File: src/rtl/clk_div_gen.sv
// clk_div_gen: programmable clock divider with tick pulse and divisor changes
// that wait for a counter wrap.
module clk_div_gen #(
  parameter int          CNT_W       = 32,
  parameter int unsigned DIV_DEFAULT = 100_000
) (
  input  logic             clk,
  input  logic             reset,
  input  logic             en,
  input  logic             div_load,
  input  logic [CNT_W-1:0] div_in,
  output logic             out_clk,
  output logic             tick,
  output logic [CNT_W-1:0] count,
  output logic             pend,
  output logic             load_err
);
  localparam logic [CNT_W-1:0] DEF = CNT_W'(DIV_DEFAULT);
  logic [CNT_W-1:0] c_q, c_d, div_q, div_d, p_q, p_d;
  logic             pend_q, pend_d, clk_q, clk_d, tick_q, err_q;
  logic             wrap, ld_ok;
  // D is never zero, so D-1 stays within CNT_W bits
  assign wrap  = en && (c_q == div_q - CNT_W'(1));
  assign ld_ok = div_load && (div_in != '0);
  always_comb begin
    c_d    = c_q;
    div_d  = div_q;
    p_d    = p_q;
    pend_d = pend_q;
    clk_d  = clk_q;
    if (wrap) begin
      c_d   = '0;
      clk_d = ~clk_q;
      if (ld_ok) begin
        div_d  = div_in;
        pend_d = 1'b0;
      end else if (pend_q) begin
        div_d  = p_q;
        pend_d = 1'b0;
      end
    end else begin
      if (en) c_d = c_q + CNT_W'(1);
      else if (pend_q) begin
        div_d  = p_q;
        c_d    = '0;
        pend_d = 1'b0;
      end
      // a fresh load always lands in P, even while an older P commits
      if (ld_ok) begin
        p_d    = div_in;
        pend_d = 1'b1;
      end
    end
  end
  always_ff @(posedge clk) begin
    if (!reset) begin
      c_q    <= '0;
      div_q  <= DEF;
      p_q    <= DEF;
      pend_q <= 1'b0;
      clk_q  <= 1'b0;
      tick_q <= 1'b0;
      err_q  <= 1'b0;
    end else begin
      c_q    <= c_d;
      div_q  <= div_d;
      p_q    <= p_d;
      pend_q <= pend_d;
      clk_q  <= clk_d;
      tick_q <= wrap;
      err_q  <= div_load && (div_in == '0);
    end
  end
  assign out_clk  = clk_q;
  assign tick     = tick_q;
  assign count    = c_q;
  assign pend     = pend_q;
  assign load_err = err_q;
endmodule
File: config.mk
export PLATFORM = sky130hd
export DESIGN_NAME = clk_div_gen
export DESIGN_NICKNAME = d
export VERILOG_FILES = /design/src/rtl/clk_div_gen.sv
export SDC_FILE = /design/constraint.sdc
export NUM_CORES = 1
export LEC_CHECK = 0
export ABC_AREA = 0
export CORE_MARGIN = 2
export CORE_UTILIZATION = 50
export DETAILED_ROUTE_END_ITERATION = 7
export DONT_BUFFER_PORTS = 1
export GPL_TIMING_DRIVEN = 0
export PLACE_DENSITY = 0.64
export SETUP_SLACK_MARGIN = 0.05
export SLEW_MARGIN = 10
export SYNTH_ARGS = -nofsm -noshare
export SYNTH_HDL_FRONTEND = slang
export SYNTH_SLANG_ARGS = --single-unit
File: constraint.sdc
create_clock -name clk -period 4.15 [get_ports clk]
set_input_delay 0.83 -clock clk [delete_from_list [all_inputs] [get_ports clk]]
set_output_delay 0.83 -clock clk [all_outputs]
set_load 0.01 [all_outputs]
Yosys cells after proc, flatten, opt, wreduce, memory -nomap -nowiden
Cells that the tools add are included.
{"block": "op_classes", "addsub": 2, "n_mux": 8, "n_reduce_logical": 8, "eq_ne": 3, "bitwise": 3}
{"op": "$mux W32", "count": 6}
{"op": "$add A32 B1 Y32 const B", "count": 1}
{"op": "$eq A32 B32 Y1", "count": 1}
{"op": "$logic_not A32 Y1", "count": 1}
{"op": "$reduce_bool A32 Y1", "count": 1}
{"op": "$sub A32 B1 Y32 const B", "count": 1}
{"op": "$ne A2 B1 Y1 const B", "count": 2}
{"op": "$logic_and A1 B1 Y1", "count": 3}
{"op": "$not A1 Y1", "count": 3}
{"op": "$mux W1", "count": 2}
{"op": "$reduce_and A2 Y1", "count": 1}
{"op": "$reduce_bool A2 Y1", "count": 1}
{"op": "$reduce_or A2 Y1", "count": 1}
{"block": "totals", "output_inout_bits": 36, "wordCells": 31, "inputBits": 36, "ff_bits": 100}

Logic depth before layout (Yosys ltp)
{"block": "depth", "depth_word": 5, "ltp_mapped": 13, "ltp_nobuf": 10}

Worst setup path after synthesis
OpenSTA, ideal clock, no wires.
{"block": "synth_path", "kind": "register to register", "start": "register div_q[0]", "end": "register p_q[5]", "slack_ns": 0.840, "synth_period_minus_slack_ns": 3.310, "setup_ns": 0.141, "t_arrival_ns": 3.168, "stages_incl_launch_ff": 14, "path_cell_list": "dfxtp_1 > inv_1 > ha_1 > nor4b_2 > nand3_2 > or3_1 > mux2i_1 > a21oi_1 > or4_1 > clkbuf_1 > clkbuf_1 > clkbuf_1 > o211ai_1 > o211ai_1"}
{"block": "synth_between", "elab_chain_cells": 5}
{"element": "from (decl)", "line": "19", "text": "logic [CNT_W-1:0] c_q, c_d, div_q, div_d, p_q, p_d;"}
{"element": "from (signal assigned)", "line": "66", "text": "div_q <= div_d;"}
{"element": "$sub A32 B1 Y32", "line": "23", "text": "assign wrap = en && (c_q == div_q - CNT_W'(1));"}
{"element": "$eq A32 B32 Y1", "line": "23"}
{"element": "$logic_and A1 B1 Y1", "line": "23"}
{"element": "$not A1 Y1 (no source line)"}
{"element": "$reduce_and A2 Y1 (no source line)"}
{"element": "to (signal assigned)", "line": "67", "text": "p_q <= p_d;"}
{"element": "to (decl)", "line": "19"}
No other way between the ends.
A chain may end at the register's enable or synchronous reset.

Final worst setup path
{"block": "layout_path", "start": "register div_q[6]", "end": "register div_q[21]"}
{"block": "layout_between", "elab_chain_cells": 4, "elab_cells_between_ends": 5, "classes_between": "add/sub (1); eq/ne (2); mux (1); reduce/logical (1)"}
{"element": "$sub A32 B1 Y32 *", "line": "23"}
{"element": "$eq A32 B32 Y1 *", "line": "23"}
{"element": "$logic_and A1 B1 Y1 *", "line": "23"}
{"element": "$ne A2 B1 Y1 (no source line) / $mux W32 (equally long branches)"}
Mark *: on every way between the ends. The rest lies on a longest branch, timed or not.

==> key figures <==
Status
  • Outcome: completed

Yosys
  • #FFs+latches synth: 100
  • Synth warn: 0
  • Synthesized instance count: 870
  • Post-synthesis sequential area ratio: 0.309
  • Largest cells by area after synthesis: dfxtp_1 31%, nand2_1 6.5%, nor2_1 5.7%, mux2i_1 4.5%, nor3_1 3.6%
  • Top_reg_cell synth: dfxtp_1
  • Synth Cell Area: 6480 sq um
  • Syn nets: about 900
  • Yosys cell types: 61
  • Largest area contributor in the netlist: dfxtp_1
  • Share of the synthesized area in the top cell type: 0.309
  • Async SR Flop Fraction: 0
  • Post-Syn Area per Cell: between 7 and 8 sq um
  • Post-synth EDFFs: 0

Clock tree
  • Clock latency on the worst-skew pair: around 0.36 ns
  • Clock Sinks: 100
  • H-tree depth: 3
  • CTS tree: done
  • Root buf cell: clkbuf_16
  • Clock buffer depth: 2
  • Clock slew at reported path FFs: around 0.070 ns
  • CTS Buf Count: 9

Power and ir drop
  • Net Sw Frac: 0.294
  • Max VDD drop: around 0.00016 V
  • Sw Pwr: 0.000677 W
  • Static Leak: approximately 2.4 nW
  • Cell Pwr Density: roughly 330 nW/um^2
  • Clk pwr share: 0.384
  • Reg power frac: 0.458
  • Gate power share: 0.157
  • Internal power: roughly 0.0016 W

Global route
  • Largest net degree at the start of global routing: 17
  • GRT overflow: 0
  • Initial antenna violation count: 0
  • Number of global-route vias before repair: 6365
  • All-Layer GR Usage: 0.315
  • Global-route wire length before repair: ~35 mm

Floorplan
  • Die ar.: approximately 14000 sq um
  • Die Width: about 120 microns
  • I/O pin total: 72
  • Row count: 41
  • Core area: between 10000 and 15000 sq um
  • Initial Util: 0.513
  • Die height: ~120 microns

Drt
  • DR vias: between 6000 and 7000
  • DRC viols: 0
  • Antenna Nets Post-Route: 0
  • Routed WL: 22.1 mm
  • 1st-pass router iterations: 6
  • Avg WL per Cell: ~21 microns
  • Drt first-iter violations: between 500 and 600
  • Vias per inst: ~6.5

Place
  • GPL Wtd Cong: between 0.9 and 1
  • PortBufs: 0
  • Dpl cells: around 1000
  • Detailed placement HPWL: 17.1 mm

Timing
  • Fin Hold WS: between 0.4 and 0.5 ns
  • RSZ-0062 raised after global routing: no
  • Setup TNS: 0 ns
  • Final period utilization: 0.972
  • Fmax: ~0.25 GHz
  • Pins Over Slew Limit: 0
  • Hold Fails Final Rpt: 0
  • Slew @ Worst Pin: a little over 0.8 ns
  • Final Skew: approximately 0.0060 ns
  • Slew HR: 0.452
  • Final min period: ~4 ns
  • Setup Viol. Count Final: 0

Layout
  • Number of antenna diodes: 0
  • Area delta synth->final: 9.29%
  • FILL cells: 1287
  • Layout cells sized above 1: 0.0730
  • Utilization after layout: 0.561
  • Post-Layout Cell Count: about 1100
  • Final net count: between 900 and 1000

Setup path
  • Worst-path maximum fanout: 10
  • Critical Path Start Type: flop
  • Arr. time, crit path: 4.24 ns
  • Req. time, crit path: between 4 and 5 ns
  • Nature of the critical path endpoint: flop
  • Critical setup path kind: flop to flop

Flow run
  • Number of max-cap violations: 0

Hold path
  • Hold Crit Class: flop to flop
-- layer usage --
layer	vias to the layer above	wire [microns]	global-route usage
met5	-	0	0
met3	42	1920	0.0484
met4	0	803	0.138
li1	3174	-	-
met1	3257	9370	0.424
met2	379	10000	0.500
-- repair_timing --
item                                    CTS  global route
resized for setup                         6            12
setup buffers                             2             2
hold buffers                              0             0
endpoints found under the setup margin   96            80
pin swaps                                 0             0
-- placed cells by master (no fill, tap or decap), types with 3 or more instances in the layout --
cell	n
o211ai_1	29
clkbuf_16	9
o21ai_0	33
a22oi_1	7
mux2i_1	29
xnor2_1	23
nor3_2	4
xor2_1	19
clkbuf_1	54
dfxtp_1	100
clkinv_2	3
or4_1	6
mux2_2	11
nand3_1	34
inv_1	39
a21o_1	3
buf_4	6
o21a_1	12
buf_2	6
nor4_1	10
nor2_1	99
a31oi_1	4
nand2_1	112
nand3b_1	4
nor3_1	42
a311oi_1	26
a21oi_1	25
or2_2	4
buf_6	3
o41ai_1	26
and3_1	10
or3_1	32
o22ai_1	3
nand2b_1	5
clkbuf_2	3
nand4_1	14
-- per-stage QoR --
stage	setup WS (ns)	power, W	cell area, sq um
after global routing	0.0516	0.00237	7080
after detailed placement	-0.397	0.00142	6690
final	0.117	0.00230	7080
after floorplan	0.840	0.00132	6480
after global placement	-0.383	0.00140	6690
after CTS	0.0990	0.00228	7040
-- Yosys cell counts (all sizes together) (3+ instances only) --
master / n
a21o: 3
a21oi: 25
a22oi: 7
a311oi: 26
a31oi: 4
and3: 10
buf: 12
clkbuf: 58
dfxtp: 100
inv: 39
mux2: 11
mux2i: 29
nand2: 112
nand2b: 5
nand3: 35
nand3b: 4
nand4: 14
nor2: 99
nor3: 46
nor4: 12
o211ai: 29
o21a: 12
o21ai: 34
o22ai: 3
o41ai: 26
or2: 5
or3: 33
or4: 7
xnor2: 23
xor2: 19
-- logic make-up after synthesis --
| logic type | after synthesis | synth area share |
|---|---|---|
| buffers and inverters | 110 | 0.0695 |
| AOI/OAI and AO/OA | 183 | 0.202 |
| muxes | 40 | 0.0639 |
| and+or+nand+nor | 393 | 0.294 |
| DFF | 100 | 0.309 |
| xor gates and xnor gates | 42 | 0.0568 |
| adders and majority gates | 2 | 0.00386 |
-- worst paths after layout --
path | from | end | slack [ns] | cells past startpoint
setup / recovery | div_q[6] | div_q[21] | 0.12 | 11
hold / removal | p_q[18] | p_q[18] | 0.46 | 2
setup reg to reg | div_q[6] | div_q[21] | 0.12 | 11
hold reg to reg | p_q[18] | p_q[18] | 0.46 | 2
-- sequential cells by signal, indices dropped and copies added, names as in the netlist --
signal	count
load_err	1
p_q	32
out_clk	1
div_q	32
tick	1
count	32
pend	1
-- power groups by stage --
stage / sequential (W) / clock, W / combinational [W]
3_5_place_dp: 0.00108 / 0 / 0.000341
3_3_place_gp: 0.00107 / 0 / 0.000330
4_1_cts: 0.00105 / 0.000882 / 0.000349
6_report: 0.00105 / 0.000885 / 0.000362
5_1_grt: 0.00106 / 0.000917 / 0.000396
2_1_floorplan: 0.00105 / 0 / 0.000264
-- worst max-delay path: stages (launching register included) --
cell      delay, ns
dfxtp_1        0.39
nor3_1         0.70
nand3_2        0.30
or3_1          0.49
mux2i_1        0.19
a21oi_1        0.09
or4_1          0.52
clkbuf_1       0.19
or2_1          0.25
buf_2          0.17
buf_6          0.15
a311oi_1       0.44
-- cell type report --
| type | instances | area [sq um] | area share |
|---|---|---|---|
| Buffer | 70 | 308 | 0.0435 |
| Clock buffer | 10 | 239 | 0.0338 |
| Clock inverter | 6 | 61.3 | 0.00866 |
| Inverter | 40 | 150 | 0.0212 |
| Multi-Input combinational cell | 660 | 4070 | 0.575 |
| Sequential cell | 100 | 2000 | 0.283 |
| Tap cell | 172 | 215 | 0.0304 |
| Timing Repair Buffer | 4 | 30.0 | 0.00424 |
Note: power is estimated with default switching activity, not from simulation.
